## src/rtl/edge_pulse_gen_pkg.sv

```systemverilog
// Shared edge-mode codes, repeat-FSM state encodings and a small sizing helper
// for the multi-channel edge pulse generator.
package edge_pulse_gen_pkg;

    localparam logic [1:0] MODE_RISE = 2'b00;
    localparam logic [1:0] MODE_FALL = 2'b01;
    localparam logic [1:0] MODE_BOTH = 2'b10;
    localparam logic [1:0] MODE_OFF  = 2'b11;

    localparam logic [1:0] ST_IDLE   = 2'd0;
    localparam logic [1:0] ST_HELD   = 2'd1;
    localparam logic [1:0] ST_REPEAT = 2'd2;

    function automatic int maxInt(input int a, input int b);
        return (a > b) ? a : b;
    endfunction

endpackage

```

## src/rtl/edge_pulse_gen_if.sv

```systemverilog
// Button-side bundle of the edge pulse generator: raw inputs and mode in,
// debounced levels and pulses out.
interface edge_pulse_gen_if #(
    parameter int N = 4
);
    logic [N-1:0] InputPulse;
    logic [1:0]   Mode;
    logic [N-1:0] Level;
    logic [N-1:0] OneShot;

    modport master (
        output InputPulse,
        output Mode,
        input  Level,
        input  OneShot
    );

    modport slave (
        input  InputPulse,
        input  Mode,
        output Level,
        output OneShot
    );

endinterface

```

## src/rtl/edge_pulse_gen_channel.sv

```systemverilog
// One channel: 2-FF synchroniser, debouncer, mode-qualified edge detect,
// hold-to-repeat FSM and a reloadable pulse stretcher.
module edge_pulse_channel
    import edge_pulse_gen_pkg::*;
#(
    parameter bit IDLE_LEVEL    = 1'b1,
    parameter int DEBOUNCE      = 4,
    parameter int PULSE_WIDTH   = 1,
    parameter bit REPEAT_EN     = 1'b1,
    parameter int HOLD_CYCLES   = 16,
    parameter int REPEAT_CYCLES = 8
) (
    input  logic       CLOCK,
    input  logic       Reset,
    input  logic       rawIn,
    input  logic [1:0] mode,
    output logic       level,
    output logic       oneShot
);

    localparam int CW = $clog2(DEBOUNCE + 1);
    localparam int PW = $clog2(PULSE_WIDTH + 1);
    localparam int HW = $clog2(maxInt(HOLD_CYCLES, REPEAT_CYCLES) + 1);

    localparam logic [CW-1:0] CNT_LAST    = CW'(DEBOUNCE - 1);
    localparam logic [CW-1:0] CNT_MAX     = '1;
    localparam logic [PW-1:0] PCNT_LOAD   = PW'(PULSE_WIDTH);
    localparam logic [HW-1:0] HOLD_LAST   = HW'(HOLD_CYCLES - 1);
    localparam logic [HW-1:0] REPEAT_LAST = HW'(REPEAT_CYCLES - 1);
    localparam logic [HW-1:0] HCNT_MAX    = '1;

    logic          s1;
    logic          s2;
    logic [CW-1:0] cnt;
    logic          levelToggle;
    logic          edgeMatch;
    logic          edgeFlag;
    logic [1:0]    state;
    logic [1:0]    stateNext;
    logic [HW-1:0] hcnt;
    logic [HW-1:0] hcntNext;
    logic          repeatTrig;
    logic          repeatable;
    logic          atActive;
    logic          trigger;
    logic [PW-1:0] pcnt;
    logic [PW-1:0] pcntNext;

    always_ff @(posedge CLOCK or posedge Reset) begin
        if (Reset) begin
            s1 <= IDLE_LEVEL;
            s2 <= IDLE_LEVEL;
        end else begin
            s1 <= rawIn;
            s2 <= s1;
        end
    end

    assign levelToggle = (s2 != level) && (cnt == CNT_LAST);

    // Mode is judged against the level being entered, sampled on the toggle edge itself
    always_comb begin
        edgeMatch = 1'b0;
        case (mode)
            MODE_RISE: edgeMatch = ~level;
            MODE_FALL: edgeMatch = level;
            MODE_BOTH: edgeMatch = 1'b1;
            default:   edgeMatch = 1'b0;
        endcase
    end

    always_ff @(posedge CLOCK or posedge Reset) begin
        if (Reset) begin
            level    <= IDLE_LEVEL;
            cnt      <= '0;
            edgeFlag <= 1'b0;
        end else begin
            edgeFlag <= levelToggle && edgeMatch;
            if (s2 == level) begin
                cnt <= '0;
            end else if (levelToggle) begin
                level <= ~level;
                cnt   <= '0;
            end else if (cnt != CNT_MAX) begin
                cnt <= cnt + 1'b1;
            end
        end
    end

    assign repeatable = REPEAT_EN && ((mode == MODE_RISE) || (mode == MODE_FALL));
    assign atActive   = (level == (mode == MODE_RISE));

    // Leaving the active level is checked first so a release beats a due repeat
    always_comb begin
        stateNext  = state;
        hcntNext   = hcnt;
        repeatTrig = 1'b0;
        case (state)
            ST_IDLE: begin
                if (edgeFlag && repeatable && atActive) begin
                    stateNext = ST_HELD;
                    hcntNext  = '0;
                end
            end
            ST_HELD, ST_REPEAT: begin
                if (!repeatable || !atActive) begin
                    stateNext = ST_IDLE;
                    hcntNext  = '0;
                end else if (hcnt == ((state == ST_HELD) ? HOLD_LAST : REPEAT_LAST)) begin
                    repeatTrig = 1'b1;
                    stateNext  = ST_REPEAT;
                    hcntNext   = '0;
                end else if (hcnt != HCNT_MAX) begin
                    hcntNext = hcnt + 1'b1;
                end
            end
            default: begin
                stateNext = ST_IDLE;
                hcntNext  = '0;
            end
        endcase
    end

    assign trigger = edgeFlag || repeatTrig;

    always_comb begin
        pcntNext = '0;
        if (trigger) begin
            pcntNext = PCNT_LOAD;
        end else if (pcnt != '0) begin
            pcntNext = pcnt - 1'b1;
        end
    end

    always_ff @(posedge CLOCK or posedge Reset) begin
        if (Reset) begin
            state   <= ST_IDLE;
            hcnt    <= '0;
            pcnt    <= '0;
            oneShot <= 1'b0;
        end else begin
            state   <= stateNext;
            hcnt    <= hcntNext;
            pcnt    <= pcntNext;
            oneShot <= (pcntNext != '0);
        end
    end

endmodule

```

## src/rtl/edge_pulse_gen.sv

```systemverilog
// Multi-channel edge pulse generator: N independent debounced one-shot channels
// sharing clock, reset and edge mode.
module edge_pulse_gen
    import edge_pulse_gen_pkg::*;
#(
    parameter int N             = 4,
    parameter bit IDLE_LEVEL    = 1'b1,
    parameter int DEBOUNCE      = 4,
    parameter int PULSE_WIDTH   = 1,
    parameter bit REPEAT_EN     = 1'b1,
    parameter int HOLD_CYCLES   = 16,
    parameter int REPEAT_CYCLES = 8
) (
    input  logic            CLOCK,
    input  logic            Reset,
    edge_pulse_gen_if.slave bus
);

    logic [N-1:0] levelVec;
    logic [N-1:0] oneShotVec;

    for (genvar i = 0; i < N; i++) begin : gChannel
        edge_pulse_channel #(
            .IDLE_LEVEL   (IDLE_LEVEL),
            .DEBOUNCE     (DEBOUNCE),
            .PULSE_WIDTH  (PULSE_WIDTH),
            .REPEAT_EN    (REPEAT_EN),
            .HOLD_CYCLES  (HOLD_CYCLES),
            .REPEAT_CYCLES(REPEAT_CYCLES)
        ) uChannel (
            .CLOCK  (CLOCK),
            .Reset  (Reset),
            .rawIn  (bus.InputPulse[i]),
            .mode   (bus.Mode),
            .level  (levelVec[i]),
            .oneShot(oneShotVec[i])
        );
    end

    assign bus.Level   = levelVec;
    assign bus.OneShot = oneShotVec;

endmodule

```

## src/flat_wrapper.sv

```systemverilog
// flat-port wrapper written by rule: the top's interface ports become plain ports
module edge_pulse_gen_flat import edge_pulse_gen_pkg::*;
#(
    parameter int N             = 4,
    parameter bit IDLE_LEVEL    = 1'b1,
    parameter int DEBOUNCE      = 4,
    parameter int PULSE_WIDTH   = 1,
    parameter bit REPEAT_EN     = 1'b1,
    parameter int HOLD_CYCLES   = 16,
    parameter int REPEAT_CYCLES = 8
)
  (CLOCK, Reset, bus_InputPulse, bus_Mode, bus_Level, bus_OneShot);
  edge_pulse_gen_if #(.N(N)) bus_i ();
  input  logic CLOCK;
  input  logic Reset;
  input wire logic [$bits(bus_i.InputPulse)-1:0] bus_InputPulse;
  input wire logic [$bits(bus_i.Mode)-1:0] bus_Mode;
  output wire logic [$bits(bus_i.Level)-1:0] bus_Level;
  output wire logic [$bits(bus_i.OneShot)-1:0] bus_OneShot;
  assign bus_i.InputPulse = bus_InputPulse;
  assign bus_i.Mode = bus_Mode;
  assign bus_Level = bus_i.Level;
  assign bus_OneShot = bus_i.OneShot;
  edge_pulse_gen #(.N(N), .IDLE_LEVEL(IDLE_LEVEL), .DEBOUNCE(DEBOUNCE), .PULSE_WIDTH(PULSE_WIDTH), .REPEAT_EN(REPEAT_EN), .HOLD_CYCLES(HOLD_CYCLES), .REPEAT_CYCLES(REPEAT_CYCLES)) u_core (.CLOCK(CLOCK), .Reset(Reset), .bus(bus_i));
endmodule
```

## config.mk

```make
export PLATFORM = sky130hd
export DESIGN_NAME = edge_pulse_gen_flat
export DESIGN_NICKNAME = d
export VERILOG_FILES = /design/src/rtl/edge_pulse_gen_pkg.sv /design/src/rtl/edge_pulse_gen_if.sv /design/src/rtl/edge_pulse_gen_channel.sv /design/src/rtl/edge_pulse_gen.sv /design/src/flat_wrapper.sv
export SDC_FILE = /design/constraint.sdc
export NUM_CORES = 1
export LEC_CHECK = 0
export BUFFER_PORTS_ARGS = -buffer_cell sky130_fd_sc_hd__buf_2
export CORE_MARGIN = 3
export CORE_UTILIZATION = 55
export DETAILED_ROUTE_END_ITERATION = 16
export GPL_TIMING_DRIVEN = 0
export HOLD_SLACK_MARGIN = 0.12
export PLACE_DENSITY = 0.76
export SLEW_MARGIN = 20
export SYNTH_ARGS = -nofsm -noshare
export SYNTH_HDL_FRONTEND = slang
export SYNTH_SLANG_ARGS = --single-unit
```

## constraint.sdc

```tcl
create_clock -name CLOCK -period 1.9 [get_ports CLOCK]
set_input_delay 0 -clock CLOCK [delete_from_list [all_inputs] [get_ports CLOCK]]
set_output_delay 0 -clock CLOCK [all_outputs]
set_load 0.1 [all_outputs]
```

Yosys cells after proc, flatten, opt, wreduce, memory -nomap -nowiden. Cells that the tools add are included.

$add $sub $neg: 12. Equal/unequal tests: 50. Mux-type cells: 76. Bitwise logic cells: 8. Reduce and logical (&&, ||, !) cells: 55.

Operators by type and width (number): two-way mux 5 bit (16); case mux 5 bit (2 select lines) (4); two-way mux 3 bit (12); two-way mux 2 bit (12); != test 3 bit, second input constant (8); AND reduction 2 bit (12); adder 5 x 1 -> 5 bit, second input constant (4); equality test 5 x 4 -> 1 bit (4); two-way mux 1 bit (20); != test 5 bit, second input constant (4); logical AND 1 bit (16); two-way mux 4 bit (4); != test 4 bit, second input constant (4); case mux 2 bit (2 select lines) (4); adder 3 x 1 -> 3 bit, second input constant (4); equality test 3 x 2 -> 1 bit, second input constant (4); case mux 1 bit (3 select lines) (4); nonzero test 3 bit (4); equality test 2 x 1 -> 1 bit, second input constant (5); equality test 2 bit, second input constant (5); zero test 2 bit (5); logical OR 1 bit (9); equality test 1 bit (8); != test 2 bit, second input constant (4); 5 further kinds (25).

Bits of input ports: 8. Register bits: 60.

Longest topological paths before layout. Gate-level depths: netlist of run 1.

Word-level depth: 8. Depth in mapped cells: 9. Gate-level depth less buffers: 7.

Hierarchy. Synthesis of run 1 repeated with hierarchy kept, for this count alone.

Cell total of the unflattened synthesis: 313. Area, all modules: 3193.1 sq um.

By module, submodules not included: edge_pulse_channel at u_core.gChannel[0].uChannel ... (times used 3, cells an instance 79, area an instance 799.5 sq um, sequential area each 379.1 sq um); edge_pulse_channel at u_core.gChannel[3].uChannel (times used 1, cells an instance 76, area an instance 794.5 sq um, sequential area each 379.1 sq um).

Worst setup path after synthesis of run 1. OpenSTA, ideal clock, no wires.

Path type: reg-to-reg. Start: register u_core.gChannel[3].uChannel.level. End: register u_core.gChannel[3].uChannel.hcnt[2]. Stages on the path, launching flop included: 7. Setup time: 0.121 ns. Path buffers: 0. Data arrival time: 1.755 ns. Data required time: 1.779 ns. Clock period less this slack: 1.876 ns. Setup slack: 0.024 ns. Cell sequence: dfstp_2 > inv_1 > ha_1 > and3b_2 > o21a_2 > a211o_1 > a22o_1.

Cells in the longest elaborated chain, start to end: 5. Elaborated cells between the ends (all ways): 9.

RTL lines: start: declaration (RTL line edge_pulse_gen_channel.sv:17) `output logic level,`; start signal: assignment (RTL line edge_pulse_gen_channel.sv:82) `level <= ~level;`; equality test 1 bit * (RTL line edge_pulse_gen_channel.sv:91) `assign atActive = (level == (mode == MODE_RISE));`; zero test 1 bit (RTL line edge_pulse_gen_channel.sv:106) `if (!repeatable || !atActive) begin`; logical OR 1 bit (RTL line edge_pulse_gen_channel.sv:106); != test 4 bit (no line) / two-way mux 5 bit (equally long branches); AND reduction 2 bit (no line) / case mux 5 bit (2 select lines) (equally long branches); end signal: assignment (RTL line edge_pulse_gen_channel.sv:143) `hcnt <= hcntNext;`; end: declaration (RTL line edge_pulse_gen_channel.sv:40) `logic [HW-1:0] hcnt;`.

Mark *: on every way between the ends. The rest lies on a longest branch, timed or not. A chain may end at the register's enable or synchronous reset.

Worst setup path after layout of run 1.
Start: register u_core.gChannel[3].uChannel.level. End: register u_core.gChannel[3].uChannel.hcnt[3].

The elaborated chain is that of the path after synthesis.

==> results of run 1 <==
## state kept, by name, indices dropped and copies added, names as in the netlist
signal	flops
u_core.gChannel.uChannel.s1	4
u_core.gChannel.uChannel.cnt	12
u_core.gChannel.uChannel.pcnt	4
u_core.gChannel.uChannel.state	8
u_core.gChannel.uChannel.edgeFlag	4
u_core.gChannel.uChannel.hcnt	20
u_core.gChannel.uChannel.level	4
u_core.gChannel.uChannel.s2	4
## critical path, cell delays in order (launching register included)
cell     delay [ns]
dfstp_2        0.56
inv_2          0.07
ha_4           0.29
and3b_2        0.24
o21ai_2        0.07
or4_1          0.47
nand3_1        0.10
## power groups by stage
stage / registers, W / logic (W) / clock network (W)
6_report: 0.00172 / 0.00187 / 0.00132
5_1_grt: 0.00176 / 0.00207 / 0.00140
4_1_cts: 0.00173 / 0.00177 / 0.00135
3_5_place_dp: 0.00175 / 0.00169 / 0
3_3_place_gp: 0.00174 / 0.00162 / 0
2_1_floorplan: 0.00171 / 0.00140 / 0
## worst max path at each step
| stage | depth (start not counted) | slack (ns) | from | to |
|---|---|---|---|---|
| after floorplan | 6 | 0.02 | u_core.gChannel[3].uChannel.level | u_core.gChannel[3].uChannel.hcnt[2] |
| after global placement | 2 | -0.30 | Reset | u_core.gChannel[1].uChannel.cnt[2] |
| after detailed placement | 9 | -0.24 | bus_Mode[1] | u_core.gChannel[3].uChannel.hcnt[2] |
| after CTS | 9 | 0.007 | bus_Mode[1] | u_core.gChannel[1].uChannel.hcnt[2] |
| after global routing | 6 | -0.03 | u_core.gChannel[1].uChannel.level | u_core.gChannel[1].uChannel.hcnt[2] |
| final | 6 | 0.03 | u_core.gChannel[3].uChannel.level | u_core.gChannel[3].uChannel.hcnt[3] |
## through the flow
| stage | setup slack [ns] | setup TNS (ns) | instances | power, W | hold slack [ns] |
|---|---|---|---|---|---|
| finish | 0.0327 | 0 | 433 | 0.00492 | 0.184 |
| CTS | 0.00721 | 0 | 429 | 0.00485 | 0.178 |
| global placement | -0.299 | -16.26 | 403 | 0.00336 | 0.105 |
| detailed placement | -0.242 | -2.47 | 404 | 0.00344 | -0.0740 |
| floorplan | 0.0236 | 0 | 316 | 0.00310 | 0.00448 |
| global route | -0.0265 | -0.0531 | 433 | 0.00523 | 0.199 |
## logic make-up after synthesis
kind of cell	count (synthesis)	share of synthesized area, %
AND/OR/NAND/NOR	123	20.8
AO/OA/AOI/OAI	70	15.2
flip-flops	60	46.6
buffers and inverters	27	4.27
adder cells (fa/ha/maj)	26	10.0
XOR/XNOR	8	2.38
multiplexers	2	0.692
## per-layer routing
| layer | part of all wire (%) | wire length, um |
|---|---|---|
| met2 | 49 | 3010 |
| met1 | 46 | 2850 |
| met3 | 3.7 | 225 |
| met5 | 0 | 0 |
| met4 | 0.99 | 61 |
## cell usage in the layout, fill, tap and decap left out, types with 3 or more instances in the layout
cell type       n
inv_1          13
xor2_1          3
o21ai_0         9
nor3_1          6
a21o_1          4
xnor2_1         4
o21ai_1         7
buf_2          15
nand3_1        17
buf_4          16
and3b_2         3
nand3b_1        9
a32o_1          6
dlygate4sd3_1   7
nand2b_1        4
a21oi_1        13
nor2_1         16
nand4b_1        4
and3_1          4
dfstp_2        12
dfrtp_1        48
ha_1           20
nand2_1        30
nor2b_1        11
a211o_1         3
and2_1          4
clkbuf_8       12
ha_4            4
nor3b_1         3
a22o_1          7
a211oi_1        6
## cell type report
| class | count | share of cell area, % |
|---|---|---|
| sequential | 60 | 39.0 |
| clock buffer | 12 | 4.25 |
| clock inverter | 4 | 1.80 |
| inverter | 15 | 1.51 |
| multi-input combinational | 229 | 43.2 |
| buffer | 10 | 1.93 |
| timing repair buffer | 31 | 5.99 |
| tap | 72 | 2.32 |
## what timing repair did
action                                 in CTS  in global routing
pin swaps                                   1                  1
gates resized for setup                     6                 10
hold buffers                                7                  0
setup endpoints to repair                   9                 11
endpoints found under the hold margin      68                  0
buffers inserted                            4                  4
==> results.cfg, run 1 <==
[yosys]
synth_common_cells = dfrtp_1, nand2_1, ha_1
synthTopCellsByArea = dfrtp_1, ha_1, dfstp_2, nand2_1, nand3_1
synth_top_area_share_pct = 36.9
yosysMostFrequentCell = dfrtp_1
syn-num-nets = 350
synth_area_um2 = 3250
synth_edf_count = 0
ys_seq_area_share_pct = 46.6
synthCells = 316
yosysWarnings = 0
synthFlopType = dfrtp_1
syn_avg_cell_area_um2 = 10.3
synth_seq_cells = 60
ys_types = 50
yosysTopAreaCell = dfrtp_1
async_flop_share_pct = 100

[worst_hold_path]
min_path_cells = 4
worstHoldPathType = input pin to flop
holdCritStartpoint = bus_Mode[1]
min_to = u_core.gChannel[0].uChannel.pcnt

[flow_run]
max_cap_viol_count = 0

[worst_setup_path]
reg2reg_depth = 6
required_ns = 2.16
reg2reg_to = u_core.gChannel[3].uChannel.hcnt[3]
crit_type = flop to flop
crit_fanout = 4
cp-end-kind = flop
start_kind = flop
r2r_slack_ns = 0.03
cp.arrival_ns = 2.13
r2r_start = u_core.gChannel[3].uChannel.level

[route]
initialDrtViolationCount = 106
drt-pass1-iter-count = 4
viasPerCell = 5.61
routed_wl_mm = 6.15
vias = 2428
ant_nets = 0
drc = 0
routed_wire_length_per_instance_um = 14.2

[power]
p_sw_w = 0.00182
p_int_w = 0.00310
seqPwrFrac_pct = 35.1
clockPowerShare_pct = 26.9
power_leakage_nw = 1.86
p_per_area_nw_per_um2 = 1260
vdd_drop_max_mv = 1.02
pwr-share-comb_pct = 38.0
swShare_pct = 36.9

[global_routing]
grt.total_usage_pct = 18.2
globalRouteMet3Util_pct = 5.26
grt.overflow.total = 0
grt.busiest_layer = met2
met2_usage_pct = 28.7
antenna_found_initial = 0
grt_pass1_vias = 2394
use_met1_pct = 23.4
grt_pass1_wl_mm = 10.3
grt_max_degree = 51

[sta]
grt_setup_unrepaired = true
max_freq_mhz = 536
max-slew-margin-rel_pct = 67.7
min_period_ns = 1.87
tightest_slew_ns = 0.487
hold_violations = 0
report.final.setup_viol = 0
period_share_pct = 98.3
finClkSkew_ns = 0.00495
slew_viol_final = 0

[floorplanning]
die_h_um = 82.9
fp-row-count = 27
dieArea_um2 = 6870
core_um2 = 5610
initial_core_util_pct = 58.0
num_io_pins = 16
die_w_um = 82.9

[cells_and_area]
nets = 390
post-route-util_pct = 69.3
drive_gt1_share_pct = 23.5
final_cell_area_um2 = 3890
multiInputGateArea_um2 = 1680
synthToLayoutAreaGrowth_pct = 19.5
n_fill_cell = 438
diodes = 0
ff_latch_area_um2 = 1520

[run_status]
status = completed

[clocking]
clk_pin_slew_ns = 0.07
cts_sinks = 60
cts-buffers-inserted = 9
cts_buffer_depth = 2
clkLatencyLatePin_ns = 0.33
cts_max_level = 3
cts_tree = done
clock-root-buffer = clkbuf_8

[placed_design]
dpl_cell_area_um2 = 3450
gp_congestion = 0.862
dpl.hpwl_mm = 4.11
io_buffers = 15
No activity file was read; power rests on OpenSTA's default activity.
==> inputs of run 2 (changes only) <==
--- a/config.mk
+++ b/config.mk
@@ -6,7 +6,7 @@
 export NUM_CORES = 1
 export LEC_CHECK = 0
 export BUFFER_PORTS_ARGS = -buffer_cell sky130_fd_sc_hd__buf_2
-export CORE_MARGIN = 3
+export CORE_MARGIN = 1
 export CORE_UTILIZATION = 55
 export DETAILED_ROUTE_END_ITERATION = 16
 export GPL_TIMING_DRIVEN = 0
==> run 2 against run 1 <==
Net effect: sequential power is essentially flat; non-clock buffer count down 2; combinational power about the same; clock-buffer cell count increased by 2; routed wire length rose by 1.4%; die area shrank 9.4%; global-route usage rose by 4.4 points; worst hold slack improved by 0.012 ns; first-iteration DRC count grew 27%.
==> results.cfg, run 2 (synthesized netlist as in run 1, its figures left out) <==
[worst_setup_path]
cp-end-kind = flop
crit_type = flop to flop
start_kind = flop
critPathMaxStageDelay_ns = 0.54
required_ns = 2.17
path_cells = inv_1, ha_4, and3b_2, o31a_1, and3_4, a22o_1
crit_fanout = 6
cp.arrival_ns = 2.12
cp_top_family = flip-flops
slowest_stage = dfstp_2
crit_buf_inv = 1

[route]
drc = 0
drt-pass1-iter-count = 4
routed_wire_length_per_instance_um = 14.5
ant_nets = 0
vias = 2438
routed_wl_mm = 6.23
initialDrtViolationCount = 135
viasPerCell = 5.66

[global_routing]
grt_pass1_wl_mm = 10.8
grt_pass1_vias = 2426
grt.overflow.total = 0
grt_max_degree = 32
antenna_found_initial = 0
grt.total_usage_pct = 22.6

[sta]
grt_setup_unrepaired = true
finClkSkew_ns = 0.0101
tightest_slew_ns = 0.489
report.final.setup_viol = 0
hold_violations = 0
max-slew-margin-rel_pct = 67.7
min_period_ns = 1.85
slew_viol_final = 0
worst_slack_ns = 0.0545
whs_ns = 0.196
max_freq_mhz = 542
tns_ns = 0
period_share_pct = 97.1

[cells_and_area]
reg_top3 = u_core.gChannel.uChannel.hcnt: 20 flops, u_core.gChannel.uChannel.cnt: 12 flops, u_core.gChannel.uChannel.state: 8 flops
regMostFlops = u_core.gChannel.uChannel.hcnt
multiInputGateArea_um2 = 1670
mostFrequentLayoutCells = dfrtp_1, nand2_1, ha_1
diodes = 0
n_fill_cell = 445
ff_latch_area_um2 = 1520
nets = 388
stdcell_count = 431
final_common_cell = dfrtp_1
synthToLayoutAreaGrowth_pct = 16.8
post-route-util_pct = 67.8
largest_reg_flops = 20
drive_gt1_share_pct = 22.8

[clocking]
cts_tree = done
cts_buffer_depth = 2
cts-buffers-inserted = 9
cts_sinks = 60
clk_pin_slew_ns = 0.07
clkLatencyLatePin_ns = 0.33
clock-root-buffer = clkbuf_8
cts_max_level = 3

[placed_design]
dp_slack_ns = -0.220
gp_congestion = 0.805
io_buffers = 15
dpl.hpwl_mm = 4.18
placed_cells = 404

[power]
swShare_pct = 38.9
p_sw_w = 0.00180
p_int_w = 0.00283
clockPowerShare_pct = 22.7
pwr-share-comb_pct = 40.0
seqPwrFrac_pct = 37.3
power_leakage_nw = 1.82
vdd_drop_max_mv = 0.816
p_per_area_nw_per_um2 = 1220

[floorplanning]
die_h_um = 78.9
dieArea_um2 = 6230
initial_core_util_pct = 58.0
die_w_um = 78.9
fp-row-count = 27
core_um2 = 5610
num_io_pins = 16

[run_status]
status = completed

[flow_run]
max_cap_viol_count = 0

[worst_hold_path]
worstHoldPathType = input pin to flop
-- run 2: cell count changes in the layout (fill, tap and decap cells not counted), sizes merged --
cell / delta
bufinv: -2
buf: -1
clkbuf: +2
dlygate4sd3: -1
-- run 2: per-layer routing --
layer  wire length, um  GRT usage, %  vias up
met1              2930          28.1     1190
met4               114          9.82        0
li1                  -             -     1210
met5                 0             0        -
met3               154          5.40        8
met2              3030          37.7       30
-- run 2: path summary, 6_finish.rpt --
check | start | endpoint | slack, ns | depth (start not counted)
max | u_core.gChannel[0].uChannel.level | u_core.gChannel[0].uChannel.hcnt[1] | 0.05 | 6
min | bus_Mode[1] | u_core.gChannel[0].uChannel.pcnt | 0.20 | 4
max reg2reg | u_core.gChannel[0].uChannel.level | u_core.gChannel[0].uChannel.hcnt[1] | 0.05 | 6
min reg2reg | u_core.gChannel[3].uChannel.s1 | u_core.gChannel[3].uChannel.s2 | 0.35 | 0
max in group asynchronous | Reset | u_core.gChannel[0].uChannel.s2 | 1.13 | 4
min in group asynchronous | Reset | u_core.gChannel[0].uChannel.hcnt[2] | 0.21 | 3
-- run 2: power groups by stage --
stage                     logic, W  registers (W)  clock network [W]
after detailed placement   0.00169        0.00176                  0
after floorplan            0.00140        0.00171                  0
after global placement     0.00162        0.00174                  0
after CTS                  0.00177        0.00173            0.00108
final                      0.00185        0.00172            0.00105
after global routing       0.00206        0.00176            0.00114
-- run 2: per-stage QoR --
step	power, W	cell area, um^2
finish	0.00463	3800
detailed placement	0.00344	3440
CTS	0.00458	3740
global placement	0.00336	3420
global route	0.00495	3800
floorplan	0.00310	3250
-- run 2: area by class of cell --
cell class | count | share of cell area [%]
clock inverter | 2 | 0.263
buffer | 10 | 1.98
sequential | 60 | 39.9
clock buffer | 14 | 4.54
inverter | 15 | 1.55
multi-input combinational | 229 | 43.9
timing repair buffer | 29 | 5.47
tap | 72 | 2.37
-- run 2: timing repair --
action / CTS / global route
resized for setup: 7 / 7
hold endpoints to repair: 61 / 0
hold buffers: 6 / 0
pin swaps: 1 / 2
buffers inserted: 3 / 4
endpoints found under the setup margin: 9 / 10
-- run 2: worst register-to-register path: stages (launching register included) --
cell and delay [ns]:
dfstp_2 0.54, inv_1 0.08, ha_4 0.29, and3b_2 0.22
o31a_1 0.28, and3_4 0.22, a22o_1 0.15
==> inputs of run 3 (changes only) <==
--- a/config.mk
+++ b/config.mk
@@ -15,4 +15,5 @@
 export SLEW_MARGIN = 20
 export SYNTH_ARGS = -nofsm -noshare
 export SYNTH_HDL_FRONTEND = slang
+export SYNTH_HIERARCHICAL = 1
 export SYNTH_SLANG_ARGS = --single-unit
==> run 3 against run 2 <==
Net effect: worst hold slack worse by 0.0053 ns; power rose by 6.3%; largest cell class unchanged; clock-buffer cell count stayed put; first-iteration DRC count increased by 2.2%; critical path depth unchanged; final area is 2.6% higher; the run now ends with negative setup slack left; core utilization increased by 2.6 points; clock power grew 10%; non-clock buffer count decreased by 4; maximum frequency fell by 4.0%; via count decreased by 0.86%; highest routed layer unchanged; critical endpoint is now u_core/gChannel[2].uChannel/hcnt[3].
==> results.cfg, run 3 <==
[run_status]
status = finished with violations
violations = negative setup slack

[global_routing]
grt.total_usage_pct = 22.6
globalRouteMet3Util_pct = 4.77
grt.overflow.total = 0
met2_usage_pct = 35.4
grt.busiest_layer = met2
use_met1_pct = 29.4
grt_pass1_wl_mm = 10.7
grt_pass1_vias = 2412
grt_max_degree = 26
antenna_found_initial = 0

[route]
drt-pass1-iter-count = 4
viasPerCell = 5.62
routed_wl_mm = 6.17
vias = 2417
initialDrtViolationCount = 138
drc = 0
ant_nets = 0
routed_wire_length_per_instance_um = 14.4

[placed_design]
dp_slack_ns = -0.0698
dpl_cell_area_um2 = 3470
io_buffers = 15
gp_congestion = 0.831
dpl.hpwl_mm = 4.01

[worst_setup_path]
r2r_slack_ns = -0.02
crit_buf_inv = 0
critPathMaxStageDelay_ns = 0.52
crit_fanout = 5
crit_type = flop to flop
cp-end-kind = flop
required_ns = 2.18
start_kind = flop
slowest_stage = or4_1
cp_top_family = simple AND/OR/NAND/NOR gates
cp.arrival_ns = 2.20
path_cells = ha_2, and3_1, ha_4, nand4b_1, or4_1, nand3_1

[clocking]
cts-buffers-inserted = 9
cts_max_level = 3
clk_pin_slew_ns = 0.07
cts_buffer_depth = 2
cts_sinks = 60
clkLatencyLatePin_ns = 0.34
clock-root-buffer = clkbuf_8
cts_tree = done

[yosys]
synth_common_cells = dfrtp_1, nand2_1, ha_1
synth_seq_cells = 60
synthCells = 313
yosysMostFrequentCell = dfrtp_1
ys_types = 39
synthFlopType = dfrtp_1
ys_seq_area_share_pct = 47.5
synth_area_um2 = 3190
yosysTopAreaCell = dfrtp_1
synthTopCellsByArea = dfrtp_1, dfstp_2, ha_1, nand2_1, nand3_1
synth_edf_count = 0
async_flop_share_pct = 100
syn_avg_cell_area_um2 = 10.2
synth_top_area_share_pct = 37.6
syn-num-nets = 345
yosysWarnings = 6

[sta]
hold_violations = 0
grt_setup_unrepaired = true
worst_slack_ns = -0.0220
whs_ns = 0.191
period_share_pct = 101
slew_viol_final = 0
max-slew-margin-rel_pct = 59.9
finClkSkew_ns = 0.0101
report.final.setup_viol = 1
tightest_slew_ns = 0.601
max_freq_mhz = 520
min_period_ns = 1.92

[cells_and_area]
diodes = 0
drive_gt1_share_pct = 26.5
n_fill_cell = 406
nets = 385
largest_reg_flops = 20
reg_top3 = u_core/gChannel.uChannel/hcnt: 20 flops, u_core/gChannel.uChannel/cnt: 12 flops, u_core/gChannel.uChannel/state: 8 flops
final_common_cell = dfrtp_1
post-route-util_pct = 70.4
regMostFlops = u_core/gChannel.uChannel/hcnt
mostFrequentLayoutCells = dfrtp_1, nand2_1, nor2_1
synthToLayoutAreaGrowth_pct = 22.1
multiInputGateArea_um2 = 1750
ff_latch_area_um2 = 1530
final_cell_area_um2 = 3900

[power]
seqPwrFrac_pct = 36.3
p_sw_w = 0.00189
power_leakage_nw = 1.88
swShare_pct = 38.4
p_per_area_nw_per_um2 = 1260
p_int_w = 0.00303
vdd_drop_max_mv = 0.787
clockPowerShare_pct = 23.5
pwr-share-comb_pct = 40.2

[floorplanning]
initial_core_util_pct = 57.6
fp-row-count = 27
core_um2 = 5540
die_w_um = 78.2
dieArea_um2 = 6110
num_io_pins = 16
die_h_um = 78.2

[flow_run]
max_cap_viol_count = 0

[worst_hold_path]
worstHoldPathType = input pin to flop
==> run 3: final timing paths <==
check,start,endpoint,cells past startpoint
setup / recovery,u_core/gChannel[2].uChannel/hcnt[0],u_core/gChannel[2].uChannel/hcnt[3],6
hold / removal,bus_Mode[1],u_core/gChannel[2].uChannel/edgeFlag,3
setup reg to reg,u_core/gChannel[2].uChannel/hcnt[0],u_core/gChannel[2].uChannel/hcnt[3],6
hold reg to reg,u_core/gChannel[1].uChannel/s1,u_core/gChannel[1].uChannel/s2,0
max in group asynchronous,Reset,u_core/gChannel[1].uChannel/hcnt[3],3
min in group asynchronous,Reset,u_core/gChannel[3].uChannel/hcnt[4],3
==> run 3: worst register-to-register path, delay by kind of cell (launching register included) <==
| kind | cells | cell delay (ns) |
|---|---|---|
| adder cells (fa/ha/maj) | 2 | 0.42 |
| flip-flops | 1 | 0.42 |
| AND/OR/NAND/NOR | 4 | 1.03 |
==> run 3: layer usage <==
| layer | vias to the layer above | routed length, um |
|---|---|---|
| met5 | - | 0 |
| met4 | 0 | 113 |
| met3 | 10 | 171 |
| met2 | 37 | 2920 |
| met1 | 1167 | 2970 |
| li1 | 1203 | - |
==> run 3: cell type report <==
| type | instances | share of cell area [%] |
|---|---|---|
| timing repair buffer | 32 | 5.68 |
| inverter | 16 | 1.80 |
| clock inverter | 2 | 0.899 |
| clock buffer | 14 | 4.17 |
| buffer | 3 | 0.866 |
| sequential | 60 | 39.3 |
| tap | 72 | 2.31 |
| multi-input combinational | 231 | 45.0 |
==> run 3: logic make-up after synthesis <==
| group | Yosys count | share of synthesized area (%) |
|---|---|---|
| muxes | 6 | 2.12 |
| DFF | 60 | 47.5 |
| AOI/OAI and AO/OA | 64 | 14.2 |
| and+or+nand+nor | 129 | 21.8 |
| xor gates and xnor gates | 8 | 2.19 |
| buffers and inverters | 22 | 2.82 |
| adders and majority gates | 24 | 9.40 |
==> run 3: stage by stage <==
stage          std cells  power (W)  setup TNS, ns
2_1_floorplan        313    0.00325          -1.04
3_3_place_gp         400    0.00351        -0.0910
3_5_place_dp         400    0.00358         -0.221
4_1_cts              426    0.00485              0
5_1_grt              430    0.00525         -0.106
6_report             430    0.00492        -0.0220
==> run 3: power by group through the flow <==
stage	clock network (W)	logic (W)	registers (W)
2_1_floorplan	0	0.00111	0.00214
3_3_place_gp	0	0.00170	0.00181
3_5_place_dp	0	0.00176	0.00182
4_1_cts	0.00119	0.00188	0.00178
5_1_grt	0.00124	0.00220	0.00181
6_report	0.00116	0.00198	0.00178
==> run 3: timing repair <==
| action | in CTS | in global routing |
|---|---|---|
| pin swaps | 8 | 5 |
| endpoints found under the setup margin | 11 | 13 |
| hold buffers | 6 | 0 |
| resized for setup | 7 | 23 |
| endpoints found under the hold margin | 65 | 0 |
| buffers inserted | 7 | 4 |
